$ cat src/rtl/btn_irq_pkg.sv
// -----------------------------------------------------------------------------
// btn_irq_pkg
// Shared definitions for the push-button interrupt controller: debouncer state
// encoding, default widths, and the helper that sizes the debounce counter.
// Ports: none (package).
// -----------------------------------------------------------------------------
package btn_irq_pkg;

    localparam int DEFAULT_CNT_W           = 8;
    localparam int DEFAULT_DEBOUNCE_CYCLES = 16;

    typedef enum logic [1:0] {
        ST_LO,
        ST_CHK_HI,
        ST_HI,
        ST_CHK_LO
    } deb_state_e;

    // The counter only has to reach DEBOUNCE_CYCLES-1, so clog2 bits suffice.
    function automatic int debounce_w(input int cycles);
        return $clog2(cycles);
    endfunction

endpackage

$ cat src/rtl/btn_irq_ctrl_if.sv
// -----------------------------------------------------------------------------
// btn_irq_ctrl_if
// Bundles the button input, the core-side irq/ack handshake and the status
// outputs of btn_irq_ctrl.
//   btn_i      raw asynchronous button level
//   irq_en_i   event enable (0 = accepted edges are discarded)
//   irq_ack_i  one-cycle ack from the core, consumes one pending event
//   irq_o      interrupt request, high while pend_cnt_o != 0
//   pend_cnt_o pending-event count
//   level_o    debounced button level
//   ovf_o      sticky overflow flag
// Modports: master = board/core side, slave = btn_irq_ctrl.
// -----------------------------------------------------------------------------
interface btn_irq_ctrl_if #(
    parameter int CNT_W = 8
);
    logic             btn_i;
    logic             irq_en_i;
    logic             irq_ack_i;
    logic             irq_o;
    logic [CNT_W-1:0] pend_cnt_o;
    logic             level_o;
    logic             ovf_o;

    modport master (
        output btn_i, irq_en_i, irq_ack_i,
        input  irq_o, pend_cnt_o, level_o, ovf_o
    );

    modport slave (
        input  btn_i, irq_en_i, irq_ack_i,
        output irq_o, pend_cnt_o, level_o, ovf_o
    );
endinterface

$ cat src/rtl/btn_irq_ctrl_sync_debounce.sv
// -----------------------------------------------------------------------------
// sync_debounce
// Two-flop synchroniser followed by a stable-count debouncer. A new level is
// accepted after DEBOUNCE_CYCLES consecutive identical synchronised samples;
// rise_o/fall_o pulse for one cycle, coincident with the level_o change.
//   clk      system clock
//   reset    asynchronous active-high reset
//   btn_i    raw asynchronous input
//   level_o  debounced level
//   rise_o   one-cycle pulse on an accepted 0->1
//   fall_o   one-cycle pulse on an accepted 1->0
// -----------------------------------------------------------------------------
module sync_debounce
    import btn_irq_pkg::*;
#(
    parameter int DEBOUNCE_CYCLES = DEFAULT_DEBOUNCE_CYCLES
) (
    input  logic clk,
    input  logic reset,
    input  logic btn_i,
    output logic level_o,
    output logic rise_o,
    output logic fall_o
);

    localparam int                    DEBOUNCE_W = debounce_w(DEBOUNCE_CYCLES);
    localparam logic [DEBOUNCE_W-1:0] CNT_LAST   = DEBOUNCE_W'(DEBOUNCE_CYCLES - 1);
    localparam logic [DEBOUNCE_W-1:0] CNT_ONE    = DEBOUNCE_W'(1);

    logic                  s1_q, s2_q;
    deb_state_e            state_q, state_d;
    logic [DEBOUNCE_W-1:0] cnt_q, cnt_d;
    logic                  level_q, level_d;
    logic                  rise_q, rise_d;
    logic                  fall_q, fall_d;

    // NOTE: registers use non-blocking assignments so every flop samples the
    // pre-edge value of its source; blocking here would collapse s1/s2 into one.
    always_ff @(posedge clk or posedge reset) begin
        if (reset) begin
            s1_q <= 1'b0;
            s2_q <= 1'b0;
        end else begin
            s1_q <= btn_i;
            s2_q <= s1_q;
        end
    end

    always_ff @(posedge clk or posedge reset) begin
        if (reset) begin
            state_q <= ST_LO;
            cnt_q   <= '0;
            level_q <= 1'b0;
            rise_q  <= 1'b0;
            fall_q  <= 1'b0;
        end else begin
            state_q <= state_d;
            cnt_q   <= cnt_d;
            level_q <= level_d;
            rise_q  <= rise_d;
            fall_q  <= fall_d;
        end
    end

    // NOTE: every output of this block gets a default before the case, so no
    // path can leave a value unassigned and infer a latch.
    always_comb begin
        state_d = state_q;
        cnt_d   = cnt_q;
        level_d = level_q;
        rise_d  = 1'b0;
        fall_d  = 1'b0;
        case (state_q)
            ST_LO: begin
                if (s2_q) begin
                    state_d = ST_CHK_HI;
                    cnt_d   = CNT_ONE;
                end
            end
            ST_CHK_HI: begin
                if (!s2_q) begin
                    state_d = ST_LO;
                    cnt_d   = '0;
                end else if (cnt_q == CNT_LAST) begin
                    state_d = ST_HI;
                    cnt_d   = '0;
                    level_d = 1'b1;
                    rise_d  = 1'b1;
                end else begin
                    cnt_d = cnt_q + 1'b1;
                end
            end
            ST_HI: begin
                if (!s2_q) begin
                    state_d = ST_CHK_LO;
                    cnt_d   = CNT_ONE;
                end
            end
            ST_CHK_LO: begin
                if (s2_q) begin
                    state_d = ST_HI;
                    cnt_d   = '0;
                end else if (cnt_q == CNT_LAST) begin
                    state_d = ST_LO;
                    cnt_d   = '0;
                    level_d = 1'b0;
                    fall_d  = 1'b1;
                end else begin
                    cnt_d = cnt_q + 1'b1;
                end
            end
            default: begin
                state_d = ST_LO;
                cnt_d   = '0;
            end
        endcase
    end

    assign level_o = level_q;
    assign rise_o  = rise_q;
    assign fall_o  = fall_q;

endmodule

$ cat src/rtl/btn_irq_ctrl.sv
// -----------------------------------------------------------------------------
// btn_irq_ctrl
// Turns the raw BTNC line into a level-sensitive external interrupt request:
// synchronise + debounce, gate accepted edges with irq_en_i, accumulate them in
// a saturating pending counter that the core drains with irq_ack_i.
//   clk    system clock (divided CLK100MHZ)
//   reset  asynchronous active-high reset
//   bus    btn_irq_ctrl_if.slave: btn_i, irq_en_i, irq_ack_i in;
//          irq_o, pend_cnt_o, level_o, ovf_o out
// Build option: define BTN_IRQ_BOTH_EDGES_EN to count releases as well as
// presses; by default only presses generate events.
// -----------------------------------------------------------------------------
module btn_irq_ctrl
    import btn_irq_pkg::*;
#(
    parameter int DEBOUNCE_CYCLES = DEFAULT_DEBOUNCE_CYCLES,
    parameter int CNT_W           = DEFAULT_CNT_W
) (
    input  logic           clk,
    input  logic           reset,
    btn_irq_ctrl_if.slave  bus
);

    localparam logic [CNT_W-1:0] CNT_MAX = {CNT_W{1'b1}};

    logic             rise, fall, ev;
    logic [CNT_W-1:0] cnt_q, cnt_d;
    logic             ovf_q, ovf_d;

    sync_debounce #(
        .DEBOUNCE_CYCLES (DEBOUNCE_CYCLES)
    ) u_sync_debounce (
        .clk     (clk),
        .reset   (reset),
        .btn_i   (bus.btn_i),
        .level_o (bus.level_o),
        .rise_o  (rise),
        .fall_o  (fall)
    );

`ifdef BTN_IRQ_BOTH_EDGES_EN
    // rise and fall come from mutually exclusive FSM transitions, so this is
    // never more than one event per cycle.
    assign ev = (rise | fall) & bus.irq_en_i;
`else
    assign ev = rise & bus.irq_en_i;
    logic unused_fall;
    assign unused_fall = fall;
`endif

    // An event and an ack in the same cycle cancel; saturation only flags
    // overflow when an event would actually have been added.
    always_comb begin
        cnt_d = cnt_q;
        ovf_d = ovf_q;
        if (ev && !bus.irq_ack_i) begin
            if (cnt_q == CNT_MAX) begin
                ovf_d = 1'b1;
            end else begin
                cnt_d = cnt_q + 1'b1;
            end
        end else if (!ev && bus.irq_ack_i && (cnt_q != '0)) begin
            cnt_d = cnt_q - 1'b1;
        end
    end

    always_ff @(posedge clk or posedge reset) begin
        if (reset) begin
            cnt_q <= '0;
            ovf_q <= 1'b0;
        end else begin
            cnt_q <= cnt_d;
            ovf_q <= ovf_d;
        end
    end

    assign bus.irq_o      = (cnt_q != '0);
    assign bus.pend_cnt_o = cnt_q;
    assign bus.ovf_o      = ovf_q;

endmodule
$ cat src/flat_wrapper.sv
// flat-port wrapper written by rule: the top's interface ports become plain ports
module btn_irq_ctrl_flat import btn_irq_pkg::*;
#(
    parameter int DEBOUNCE_CYCLES = DEFAULT_DEBOUNCE_CYCLES,
    parameter int CNT_W           = DEFAULT_CNT_W
)
  (clk, reset, bus_btn_i, bus_irq_en_i, bus_irq_ack_i, bus_irq_o, bus_pend_cnt_o, bus_level_o, bus_ovf_o);
  btn_irq_ctrl_if #(.CNT_W(CNT_W)) bus_i ();
  input  logic clk;
  input  logic reset;
  input wire logic [$bits(bus_i.btn_i)-1:0] bus_btn_i;
  input wire logic [$bits(bus_i.irq_en_i)-1:0] bus_irq_en_i;
  input wire logic [$bits(bus_i.irq_ack_i)-1:0] bus_irq_ack_i;
  output wire logic [$bits(bus_i.irq_o)-1:0] bus_irq_o;
  output wire logic [$bits(bus_i.pend_cnt_o)-1:0] bus_pend_cnt_o;
  output wire logic [$bits(bus_i.level_o)-1:0] bus_level_o;
  output wire logic [$bits(bus_i.ovf_o)-1:0] bus_ovf_o;
  assign bus_i.btn_i = bus_btn_i;
  assign bus_i.irq_en_i = bus_irq_en_i;
  assign bus_i.irq_ack_i = bus_irq_ack_i;
  assign bus_irq_o = bus_i.irq_o;
  assign bus_pend_cnt_o = bus_i.pend_cnt_o;
  assign bus_level_o = bus_i.level_o;
  assign bus_ovf_o = bus_i.ovf_o;
  btn_irq_ctrl #(.DEBOUNCE_CYCLES(DEBOUNCE_CYCLES), .CNT_W(CNT_W)) u_core (.clk(clk), .reset(reset), .bus(bus_i));
endmodule
$ cat config.mk
export PLATFORM = sky130hd
export DESIGN_NAME = btn_irq_ctrl_flat
export DESIGN_NICKNAME = d
export VERILOG_FILES = /design/src/rtl/btn_irq_pkg.sv /design/src/rtl/btn_irq_ctrl_if.sv /design/src/rtl/btn_irq_ctrl_sync_debounce.sv /design/src/rtl/btn_irq_ctrl.sv /design/src/flat_wrapper.sv
export SDC_FILE = /design/constraint.sdc
export NUM_CORES = 1
export LEC_CHECK = 0
export CORE_ASPECT_RATIO = 0.8
export CORE_MARGIN = 3
export CORE_UTILIZATION = 57
export DETAILED_ROUTE_END_ITERATION = 7
export GPL_TIMING_DRIVEN = 1
export PLACE_DENSITY_LB_ADDON = 0.3
export SYNTH_ARGS = -nofsm -noshare
export SYNTH_HDL_FRONTEND = slang
export SYNTH_SLANG_ARGS = --single-unit
$ cat constraint.sdc
create_clock -name clk -period 4.7 [get_ports clk]
set_clock_uncertainty 0.05 [all_clocks]
set_input_delay 1.41 -clock clk [delete_from_list [all_inputs] [get_ports clk]]
set_output_delay 1.41 -clock clk [all_outputs]
set_load 0.1 [all_outputs]
==> reports/summary.txt <==
OUTCOME
------------------------------------------------------------------------------------
Outcome                                                                    completed

FLOORPLAN
------------------------------------------------------------------------------------
Io pins                                                                           16
Area inside the core boundary                                             1720 sq um
Standard-cell row count                                                           13
Die Area                                                                  2510 sq um
DIE WIDTH                                                               55.2 microns
Initial cell density of the core                                               0.641
Die H                                                                   45.4 microns

SYNTH
------------------------------------------------------------------------------------
Post-synthesis mux area share                                                  0.113
Most common flop cell mapped by yosys                                        dfrtp_1
Area fraction in and, or, nand and nor cells after synthesis                   0.120
Seq/Total Area, Yosys                                                          0.430
Largest cells by area after synthesis                                   dfrtp_1 (43%), mux2_4 (9.5%), ha_1 (7.9%)
Number of flops mapped to enable cells by yosys                                    0
Mean area per synthesized cell                                            11.0 sq um
Cell with the most instances after synthesis                                 dfrtp_1
Post-synth net total                                                             113
Synth unique cells                                                                27
Top cell type's share of synthesized area                                      0.430
Synthesis-stage register bit count                                                19
Commonest cells in the synthesized netlist                              dfrtp_1 (19), nand2_1 (8)
Synthesized instance count                                                       100
Parity-gate share of the synthesized area counting xor and xnor cells         0.0634
Share of synthesized registers carrying an async set or reset                   1.00
Post-synthesis adder-cell area fraction                                       0.0974
Library cell with the largest summed area after synthesis                    dfrtp_1
Syn. warnings                                                                      0
Post-synthesis compound-gate area fraction                                     0.169
Syn Std Cell Area                                                         1100 sq um
Dominant combinational cell family by area after synthesis              compound AO/OA/AOI/OAI gates

ROUTING
------------------------------------------------------------------------------------
TritonRoute pass-1 iters                                                           4
Via Count                                                                        866
Routed via count divided by cell count                                          6.14
Routed wire length                                                           2.28 mm
DRT antenna net count                                                              0
Number of DRC markers after the initial detailed-route iteration                  20
Wire length per cell                                                    16.2 microns
DR DRC count                                                                       0

RUN
------------------------------------------------------------------------------------
Maxcap violations                                                                  0

FINISH
------------------------------------------------------------------------------------
Filler cells                                                                     117
Nets@finish                                                                      133
Synth-to-Final Area Change                                                     18.5%
Ant. Diodes                                                                        0
Fraction of layout cells with a size suffix above 1                            0.151

CLOCK TREE
------------------------------------------------------------------------------------
TritonCTS clock tree                                                           built
Clock network latency to the later pin of the worst-skew pair                 300 ps
Buffers inserted by post-CTS timing repair                                         0
CTS-repair resized insts                                                           0
Cts bufs inserted                                                                  3
CTS H-tree depth                                                                   1
Number of sinks on the clock net                                                  19
# hold bufs at CTS                                                                 0
CTS clock-pin slew for the worst setup and hold paths                         100 ps
Cell at the root of the clock tree                                          clkbuf_4
CTS max path bufs                                                                  2

STA
------------------------------------------------------------------------------------
Number of endpoints failing setup at the final stage                               0
Fin crit share                                                                 0.806
Post-route worst setup slack                                                  914 ps
Worst Max-Slew Pin Slew                                                       992 ps
Crit path time final                                                         3790 ps
Worst relative slew slack                                                      0.336
Fin. max-slew vios                                                                 0
Top achievable clock speed                                                   264 MHz
Endpoints failing hold                                                             0
Setup repair after global routing missed its margin                            false
Final worst hold slack                                                        321 ps
Post-route setup TNS                                                            0 ps

PLACED DESIGN
------------------------------------------------------------------------------------
Post-detail-place hpwl                                                       1.69 mm
I/O Buffers                                                                       15
Minimum setup slack after placement                                           711 ps
Placer Congestion                                                              0.779

WORST SETUP PATH
------------------------------------------------------------------------------------
CP max FO                                                                          7
CP required                                                                  3240 ps
Sort of element at the end of the critical path                           output pin
Reg2reg end                                                             u_core.bus.pend_cnt_o[7]
Classification of the worst setup path                                    reg -> out
Chain of cells forming the critical path                                nor4_1, nand2_1, clkdlybuf4s50_1
Critical-path top delay cell                                            clkdlybuf4s50_1
Crit Reg-Reg Startpoint                                                 u_core.u_sync_debounce.rise_o
Startpoint type of the worst setup path                                     register
Endpoint arrival time on the critical path                                   2330 ps
Logic depth of the worst register-to-register path                                 9
Critical path's largest stage delay                                           990 ps
Reg2reg setup slack                                                          2240 ps

GRT
------------------------------------------------------------------------------------
Vias in the first global route                                                   808
Global-route wire length before repair                                       3.71 mm
All-Layer GR Usage                                                             0.199
Global route total overflow                                                        0
Number of antenna violations at the first check in global routing                  0
Largest net degree at the start of global routing                                 20

MIN PATH
------------------------------------------------------------------------------------
Worst min-delay path endpoint                                           u_core.u_sync_debounce.s2_q
Hold WC Path Type                                                         reg -> reg
Min-Delay Path Depth                                                               0
Startpoint of the lowest-slack hold path                                u_core.u_sync_debounce.s1_q

[kinds of logic after synthesis]
family / after synthesis
compound gates: 28
xor+xnor: 8
fa+ha+maj: 8
buf+inv: 2
flops: 19
mux: 9
simple gates: 26
[cells in the final DEF (no fill, tap or decap), types with 3 or more instances in the layout]
| cell | Yosys | final |
|---|---|---|
| a21o_1 | 3 | 3 |
| a21oi_1 | 7 | 7 |
| clkbuf_4 | 0 | 3 |
| clkdlybuf4s50_1 | 0 | 15 |
| dfrtp_1 | 19 | 19 |
| ha_1 | 7 | 7 |
| mux2_4 | 7 | 7 |
| nand2_1 | 8 | 8 |
| nand3_1 | 3 | 3 |
| nand4_1 | 3 | 3 |
| nor2_1 | 7 | 7 |
| o21ai_0 | 7 | 7 |
| xnor2_1 | 4 | 4 |
| xor2_1 | 4 | 4 |
[sequential cells by signal, indices dropped and copies added (netlist names), named ones only]
register,count
u_core.u_sync_debounce.state_q,1
u_core.u_sync_debounce.s2_q,1
u_core.u_sync_debounce.level_o,1
u_core.bus.pend_cnt_o,8
u_core.u_sync_debounce.cnt_q,4
u_core.bus.ovf_o,1
u_core.u_sync_debounce.rise_o,1
u_core.u_sync_debounce.s1_q,1
[metrics by stage]
step,util,instance area [sq um],std cells
floorplan,-,1100,100
detailed placement,0.744,1280,137
global placement,0.744,1280,137
finish,0.759,1310,141
CTS,0.759,1310,141
global route,0.759,1310,141
[critical path, delay by kind of cell, from the launching register on]
kind                   cells  cell delay (ps)
AND/OR/NAND/NOR            2              540
flip-flops                 1              490
buffers and inverters      1              990
[layer usage]
layer | vias to the layer above | global-route usage | wire, microns
met5 | - | 0 | 0
met4 | 0 | 0.0583 | 17
li1 | 407 | - | -
met3 | 3 | 0.0623 | 131
met1 | 427 | 0.251 | 1030
met2 | 29 | 0.337 | 1100
[how the worst max path moves through the flow]
stage,cells after the start,start,to
finish,3,u_core.bus.pend_cnt_o[0],bus_irq_o
global route,3,u_core.bus.pend_cnt_o[0],bus_irq_o
CTS,3,u_core.bus.pend_cnt_o[0],bus_irq_o
detailed placement,10,bus_irq_en_i,u_core.bus.pend_cnt_o[7]
global placement,10,bus_irq_en_i,u_core.bus.pend_cnt_o[7]
floorplan,2,u_core.bus.pend_cnt_o[0],bus_irq_o
[cell type report]
| class | count | area (sq um) | share of cell area |
|---|---|---|---|
| repair buffers | 15 | 150 | 0.115 |
| multi-input cells | 79 | 622 | 0.475 |
| clock buffers | 4 | 26.3 | 0.0201 |
| flip-flops and latches | 19 | 475 | 0.363 |
| inverters | 2 | 7.51 | 0.00574 |
| well taps | 22 | 27.5 | 0.0210 |
Power is left out: the tool's default activity adds up to more than one toggle a clock period on the data nets, which glitch-free logic cannot reach.
